File: config.mk
export PLATFORM = sky130hd
export DESIGN_NAME = clause_feeder_flat
export DESIGN_NICKNAME = d
export VERILOG_FILES = /design/src/rtl/clause_feeder_if.sv /design/src/rtl/clause_feeder.sv /design/src/flat_wrapper.sv
export SDC_FILE = /design/constraint.sdc
export NUM_CORES = 1
export LEC_CHECK = 0
export ABC_AREA = 1
export CORE_ASPECT_RATIO = 0.5
export CORE_MARGIN = 5
export CORE_UTILIZATION = 46
export DETAILED_ROUTE_END_ITERATION = 6
export GPL_TIMING_DRIVEN = 0
export PLACE_DENSITY_LB_ADDON = 0.12
export SLEW_MARGIN = 30
export SYNTH_ARGS = -nofsm -noshare
export SYNTH_HDL_FRONTEND = slang
export SYNTH_SLANG_ARGS = --single-unit
File: constraint.sdc
create_clock -name in_clk -period 16.6 [get_ports in_clk]
set_input_delay 4.98 -clock in_clk [delete_from_list [all_inputs] [get_ports in_clk]]
set_output_delay 4.98 -clock in_clk [all_outputs]
set_load 0.02 [all_outputs]
File: src/rtl/clause_feeder_if.sv
// Clause feeder bundle: storage load port, sweep controls and the clause issue bus.
// out_sweep_count exists only when CLAUSE_FEEDER_SWEEP_COUNTER_EN is defined.
interface clause_feeder_if #(
  parameter int unsigned BIT_WIDTH = 16,
  parameter int unsigned NUM_VARS  = 4,
  parameter int unsigned IDX_WIDTH = 4
);
  localparam int unsigned W = BIT_WIDTH * NUM_VARS;

  logic               in_load_valid;
  logic [W-1:0]       in_load_clause;
  logic               out_load_ready;
  logic               in_clear;
  logic               in_start;
  logic               in_continuous;
  logic               in_stop;
  logic               in_clause_done;
  logic [W-1:0]       out_clause_coefficients;
  logic               out_write_enable;
  logic [IDX_WIDTH:0] out_clause_index;
  logic [IDX_WIDTH:0] out_clause_count;
  logic               out_sweep_done;
  logic               out_busy;
`ifdef CLAUSE_FEEDER_SWEEP_COUNTER_EN
  logic [15:0]        out_sweep_count;
`endif

  modport master (
    output in_load_valid, in_load_clause, in_clear, in_start, in_continuous, in_stop,
           in_clause_done,
    input  out_load_ready, out_clause_coefficients, out_write_enable, out_clause_index,
           out_clause_count, out_sweep_done, out_busy
`ifdef CLAUSE_FEEDER_SWEEP_COUNTER_EN
    , input out_sweep_count
`endif
  );

  modport slave (
    input  in_load_valid, in_load_clause, in_clear, in_start, in_continuous, in_stop,
           in_clause_done,
    output out_load_ready, out_clause_coefficients, out_write_enable, out_clause_index,
           out_clause_count, out_sweep_done, out_busy
`ifdef CLAUSE_FEEDER_SWEEP_COUNTER_EN
    , output out_sweep_count
`endif
  );
endinterface

File: src/rtl/clause_feeder.sv
// Stores clause words and issues them one at a time, waiting for the evaluator between issues.
// Optional saturating sweep counter enabled by CLAUSE_FEEDER_SWEEP_COUNTER_EN.
module clause_feeder #(
  parameter int unsigned BIT_WIDTH   = 16,
  parameter int unsigned NUM_VARS    = 4,
  parameter int unsigned MAX_CLAUSES = 16,
  parameter int unsigned IDX_WIDTH   = 4
) (
  input logic            in_clk,
  input logic            in_reset,
  clause_feeder_if.slave bus
);
  localparam int unsigned W    = BIT_WIDTH * NUM_VARS;
  localparam int unsigned CntW = IDX_WIDTH + 1;
  localparam logic [CntW-1:0] MaxCount = CntW'(MAX_CLAUSES);

  typedef enum logic [1:0] {
    StIdle,
    StIssue,
    StWaitDone
  } state_e;

  state_e          r_state, w_state_d;
  logic [CntW-1:0] r_count, w_count_d;
  logic [CntW-1:0] r_index, w_index_d;
  logic            r_continuous, w_continuous_d;
  logic [W-1:0]    r_coeff, w_coeff_d;
  logic            r_write_enable, w_write_enable_d;
  logic            r_sweep_done, w_sweep_done_d;
  logic            r_load_ready, w_load_ready_d;
  logic            r_busy, w_busy_d;
  logic            w_mem_write;
  logic            w_clear_take;
  logic            w_last;

  logic [W-1:0]    r_mem [MAX_CLAUSES];

  assign w_last = (r_index == (r_count - CntW'(1)));

  always_comb begin
    w_state_d        = r_state;
    w_count_d        = r_count;
    w_index_d        = r_index;
    w_continuous_d   = r_continuous;
    w_write_enable_d = 1'b0;
    w_sweep_done_d   = 1'b0;
    w_mem_write      = 1'b0;
    w_clear_take     = 1'b0;

    unique case (r_state)
      StIdle: begin
        // Start outranks clear and load; a start with nothing stored is a no-op.
        if (bus.in_start) begin
          if (r_count != '0) begin
            w_state_d        = StIssue;
            w_continuous_d   = bus.in_continuous;
            w_index_d        = '0;
            w_write_enable_d = 1'b1;
          end
        end else if (bus.in_clear) begin
          w_clear_take = 1'b1;
          w_count_d    = '0;
        end else if (bus.in_load_valid && r_load_ready) begin
          w_mem_write = 1'b1;
          w_count_d   = r_count + CntW'(1);
        end
      end

      StIssue: begin
        w_index_d = r_index;
        if (bus.in_stop) begin
          w_state_d = StIdle;
          w_index_d = '0;
        end else begin
          w_state_d = StWaitDone;
        end
      end

      StWaitDone: begin
        if (bus.in_stop) begin
          w_state_d = StIdle;
          w_index_d = '0;
        end else if (bus.in_clause_done) begin
          if (w_last) begin
            w_sweep_done_d = 1'b1;
            w_index_d      = '0;
            if (r_continuous) begin
              w_state_d        = StIssue;
              w_write_enable_d = 1'b1;
            end else begin
              w_state_d = StIdle;
            end
          end else begin
            w_index_d        = r_index + CntW'(1);
            w_state_d        = StIssue;
            w_write_enable_d = 1'b1;
          end
        end
      end

      default: begin
        w_state_d = StIdle;
        w_index_d = '0;
      end
    endcase

    // The coefficient register only changes on an issue, so it holds through WAIT_DONE.
    w_coeff_d      = w_write_enable_d ? r_mem[w_index_d[IDX_WIDTH-1:0]] : r_coeff;
    w_busy_d       = (w_state_d != StIdle);
    w_load_ready_d = (w_state_d == StIdle) && (w_count_d < MaxCount);
  end

  always_ff @(posedge in_clk) begin
    if (in_reset) begin
      r_state        <= StIdle;
      r_count        <= '0;
      r_index        <= '0;
      r_continuous   <= 1'b0;
      r_coeff        <= '0;
      r_write_enable <= 1'b0;
      r_sweep_done   <= 1'b0;
      r_load_ready   <= 1'b0;
      r_busy         <= 1'b0;
    end else begin
      r_state        <= w_state_d;
      r_count        <= w_count_d;
      r_index        <= w_index_d;
      r_continuous   <= w_continuous_d;
      r_coeff        <= w_coeff_d;
      r_write_enable <= w_write_enable_d;
      r_sweep_done   <= w_sweep_done_d;
      r_load_ready   <= w_load_ready_d;
      r_busy         <= w_busy_d;
    end
  end

  // Clause storage keeps its contents across reset; only the count is cleared.
  always_ff @(posedge in_clk) begin
    if (w_mem_write) begin
      r_mem[r_count[IDX_WIDTH-1:0]] <= bus.in_load_clause;
    end
  end

  assign bus.out_load_ready          = r_load_ready;
  assign bus.out_clause_coefficients = r_coeff;
  assign bus.out_write_enable        = r_write_enable;
  assign bus.out_clause_index        = r_index;
  assign bus.out_clause_count        = r_count;
  assign bus.out_sweep_done          = r_sweep_done;
  assign bus.out_busy                = r_busy;

`ifdef CLAUSE_FEEDER_SWEEP_COUNTER_EN
  logic [15:0] r_sweep_count;

  always_ff @(posedge in_clk) begin
    if (in_reset) begin
      r_sweep_count <= '0;
    end else if (w_clear_take) begin
      r_sweep_count <= '0;
    end else if (w_sweep_done_d && (r_sweep_count != 16'hFFFF)) begin
      r_sweep_count <= r_sweep_count + 16'd1;
    end
  end

  assign bus.out_sweep_count = r_sweep_count;
`endif

endmodule
File: src/flat_wrapper.sv
// flat-port wrapper written by rule: the top's interface ports become plain ports
module clause_feeder_flat 
#(
  parameter int unsigned BIT_WIDTH   = 16,
  parameter int unsigned NUM_VARS    = 4,
  parameter int unsigned MAX_CLAUSES = 16,
  parameter int unsigned IDX_WIDTH   = 4
)
  (in_clk, in_reset, bus_in_load_valid, bus_in_load_clause, bus_in_clear, bus_in_start, bus_in_continuous, bus_in_stop, bus_in_clause_done, bus_out_load_ready, bus_out_clause_coefficients, bus_out_write_enable, bus_out_clause_index, bus_out_clause_count, bus_out_sweep_done, bus_out_busy);
  clause_feeder_if #(.BIT_WIDTH(BIT_WIDTH), .NUM_VARS(NUM_VARS), .IDX_WIDTH(IDX_WIDTH)) bus_i ();
  input logic in_clk;
  input logic in_reset;
  input wire logic [$bits(bus_i.in_load_valid)-1:0] bus_in_load_valid;
  input wire logic [$bits(bus_i.in_load_clause)-1:0] bus_in_load_clause;
  input wire logic [$bits(bus_i.in_clear)-1:0] bus_in_clear;
  input wire logic [$bits(bus_i.in_start)-1:0] bus_in_start;
  input wire logic [$bits(bus_i.in_continuous)-1:0] bus_in_continuous;
  input wire logic [$bits(bus_i.in_stop)-1:0] bus_in_stop;
  input wire logic [$bits(bus_i.in_clause_done)-1:0] bus_in_clause_done;
  output wire logic [$bits(bus_i.out_load_ready)-1:0] bus_out_load_ready;
  output wire logic [$bits(bus_i.out_clause_coefficients)-1:0] bus_out_clause_coefficients;
  output wire logic [$bits(bus_i.out_write_enable)-1:0] bus_out_write_enable;
  output wire logic [$bits(bus_i.out_clause_index)-1:0] bus_out_clause_index;
  output wire logic [$bits(bus_i.out_clause_count)-1:0] bus_out_clause_count;
  output wire logic [$bits(bus_i.out_sweep_done)-1:0] bus_out_sweep_done;
  output wire logic [$bits(bus_i.out_busy)-1:0] bus_out_busy;
  assign bus_i.in_load_valid = bus_in_load_valid;
  assign bus_i.in_load_clause = bus_in_load_clause;
  assign bus_i.in_clear = bus_in_clear;
  assign bus_i.in_start = bus_in_start;
  assign bus_i.in_continuous = bus_in_continuous;
  assign bus_i.in_stop = bus_in_stop;
  assign bus_i.in_clause_done = bus_in_clause_done;
  assign bus_out_load_ready = bus_i.out_load_ready;
  assign bus_out_clause_coefficients = bus_i.out_clause_coefficients;
  assign bus_out_write_enable = bus_i.out_write_enable;
  assign bus_out_clause_index = bus_i.out_clause_index;
  assign bus_out_clause_count = bus_i.out_clause_count;
  assign bus_out_sweep_done = bus_i.out_sweep_done;
  assign bus_out_busy = bus_i.out_busy;
  clause_feeder #(.BIT_WIDTH(BIT_WIDTH), .NUM_VARS(NUM_VARS), .MAX_CLAUSES(MAX_CLAUSES), .IDX_WIDTH(IDX_WIDTH)) u_core (.in_clk(in_clk), .in_reset(in_reset), .bus(bus_i));
endmodule
==> results_dict.tcl <==
set metrics [dict create \
    ys_ff_latch 1105 \
    grt_pass1_vias 33200 \
    cts_resized 0 \
    grt_usage 0.270 \
    die_h_um 239 \
    critPathArrivalTime_ns 8.34 \
    slew_headroom 0.332 \
    cts-root-buf "clkbuf_16" \
    yosysSeqAreaShare 0.670 \
    use_met3 0.0465 \
    dpl.cell_count 6221 \
    drc 0 \
    post_cts_buffers 0 \
    grt_max_degree 19 \
    layout-drive-gt1-share 0.0871 \
    power_density_nw_per_um2 96.5 \
    clock-sinks 1105 \
    finalHoldViolCount 0 \
    p_leak_nw 23.1 \
    rsz0062_at_grt "no" \
    cpMaxStageDelayCell "buf_2" \
    nFillCells 9031 \
    period_minus_slack_ns 7.74 \
    outcome "completed" \
    final_common_cell "nand3_1" \
    critPathMaxStageDelay_ns 0.55 \
    critPathRequiredTime_ns 17.20 \
    antenna_found_initial 4 \
    dp_hpwl_um 104000 \
    rows 84 \
    finalPower_w 0.00547 \
    irDropWorstVdd_mv 0.0801 \
    core_region_area_um2 105000 \
    path_cells "clkdlybuf4s50_1 > nor3_2 > inv_1 > nor2_1 > nand2_2 > nand2_2 > buf_2 > buf_2 > nand2_1 > nand3_1 > nand3_1 > nand3_1 > nand3_1 > nand2_1 > inv_1" \
    mostFrequentLayoutCells "nand3_1, edfxtp_1, inv_1, nand2_1, nand3b_1" \
    cp_max_fo 11 \
    syn_inst 4582 \
    grt_pass1_wl_um 222000 \
    syn2layout_area_growth_pct 17.5 \
    clock_skew_ns 0.0300 \
    critPathTopFamily "simple AND/OR/NAND/NOR gates" \
    first_iter_violations 4258 \
    dr.pass1.iters 6 \
    initial_utilization 0.461 \
    ctsHoldBuffers 0 \
    detail_route.wl_per_cell_um 23.8 \
    clk_latency_ns 0.72 \
    reg2reg_setup_slack_ns 12.46 \
    htree_levels 3 \
    grt-busiest-layer "met2" \
    antenna_left 0 \
    cap_viol_max_count 0 \
    worst-path-buf-inv 5 \
    vias 35100 \
    instances_no_fill 6409 \
    overflow 0 \
    max-clock-path-buffers 3 \
    hp-class "flop to flop" \
    fin_crit_sh 0.466 \
    tns_ns 0 \
    max_freq_mhz 129 \
    drt-total-wl_um 153000 \
    numCtsBuffers 99 \
    yosysUniqueCellTypes 27 \
    dp_slack_ns 8.20 \
    globalplace.congestion 0.828 \
    cpMostUsedCell "nand3_1" \
    avgSynthCellArea_um2 10.5 \
    dieArea_um2 112000 \
    fin_nets 4980 \
    worst-setup-path-type "primary input to flop" \
    finalSetupViolations 0 \
    die_width_um 468 \
    numPortBuffers 148 \
    whs_ns 0.459 \
    cp-start-kind "primary input" \
    synth_area_um2 48300 \
    grt_util_met2 0.414 \
    ioPinCount 150 \
    via_per_inst 5.48 \
    synth_warnings 0 \
    cts_tree "yes" \
    slew_viol_final 0 \
    finalWorstSetupSlack_ns 8.86 \
    synth_nets 4659 \
    met1_usage 0.397 \
    path_clk_slew_ns 0.07 \
    crit_path_end_kind "flop" \
    worstMarginPinSlew_ns 1.00 \
]
layout make-up:
cell class | count | area [um2] | area share
flip-flops and latches | 1105 | 32400 | 0.570
multi-input cells | 2287 | 11300 | 0.200
repair buffers | 220 | 3400 | 0.0598
inverters | 900 | 3380 | 0.0595
clock buffers | 136 | 2780 | 0.0490
well taps | 1419 | 1780 | 0.0313
plain buffers | 290 | 1340 | 0.0235
clock inverters | 44 | 358 | 0.00631
diodes | 8 | 20.0 | 0.000353
final timing paths:
check | from | end | cells after the start
max | bus_in_stop | u_core.bus.out_clause_coefficients[18] | 15
max reg2reg | u_core.bus.out_clause_count[0] | u_core.bus.out_clause_coefficients[48] | 17
min reg2reg | u_core.r_continuous | u_core.r_continuous | 2
min | u_core.r_continuous | u_core.r_continuous | 2
cells in the mapped netlist (all sizes together):
| cell type | instances | area (um2) |
|---|---|---|
| nand3 | 1230 | 6170 |
| edfxtp | 1024 | 30700 |
| inv | 900 | 3380 |
| nand2 | 693 | 2610 |
| nand3b | 230 | 1730 |
| buf | 207 | 1010 |
| clkbuf | 83 | 312 |
| dfxtp | 81 | 1620 |
| o21ai | 70 | 350 |
| nor2 | 38 | 150 |
| a21oi | 10 | 50.1 |
| ha | 5 | 62.6 |
| nor3 | 3 | 20.0 |
| xor2 | 3 | 26.3 |
| a211o | 1 | 8.76 |
| a22oi | 1 | 12.5 |
| a32oi | 1 | 16.3 |
| nor4 | 1 | 6.26 |
| o211ai | 1 | 7.51 |
layer usage:
metal | vias to the layer above | wire, um
met5 | - | 0
met4 | 0 | 4310
met3 | 267 | 14000
met2 | 1753 | 67700
met1 | 17100 | 66500
li1 | 16000 | -
cells by family after synthesis:
family / after synthesis / synth area share
AOI/OAI and AO/OA: 84 / 0.00922
adders and majority gates: 5 / 0.00130
DFF: 1105 / 0.670
buffers and inverters: 1190 / 0.0974
and+or+nand+nor: 2195 / 0.221
xor gates and xnor gates: 3 / 0.000544
flip-flops by register name, summed over array words and instances, names as in the netlist:
signal and flops:
u_core.bus.out_clause_coefficients 64, u_core.bus.out_busy 1, u_core.bus.out_clause_index 5, u_core.bus.out_sweep_done 1, u_core.bus.out_write_enable 1, u_core.bus.out_clause_count 5
u_core.bus.out_load_ready 1, u_core.r_continuous 1, u_core.r_mem 1024, u_core.r_state 2
worst min-delay path, delay by kind of cell (launching register included):
| family | cells | cell delay (ns) |
|---|---|---|
| compound gates | 1 | 0.06 |
| buf+inv | 1 | 0.04 |
| flops | 1 | 0.31 |
per-stage QoR:
| step | util | area [um2] |
|---|---|---|
| final | 0.542 | 56800 |
| after global placement | 0.492 | 51500 |
| after global routing | 0.542 | 56700 |
| after CTS | 0.542 | 56700 |
| after floorplan | - | 48300 |
| after detailed placement | 0.512 | 53600 |
where the power goes:
| group | internal [W] | total (W) | switching [W] | leakage [nW] |
|---|---|---|---|---|
| combinational | 0.0000366 | 0.000113 | 0.0000766 | 11.7 |
| sequential | 0.00305 | 0.00305 | 0.00000310 | 9.86 |
| clock | 0.00126 | 0.00231 | 0.00105 | 1.55 |
(Power assumes the default switching activity.)
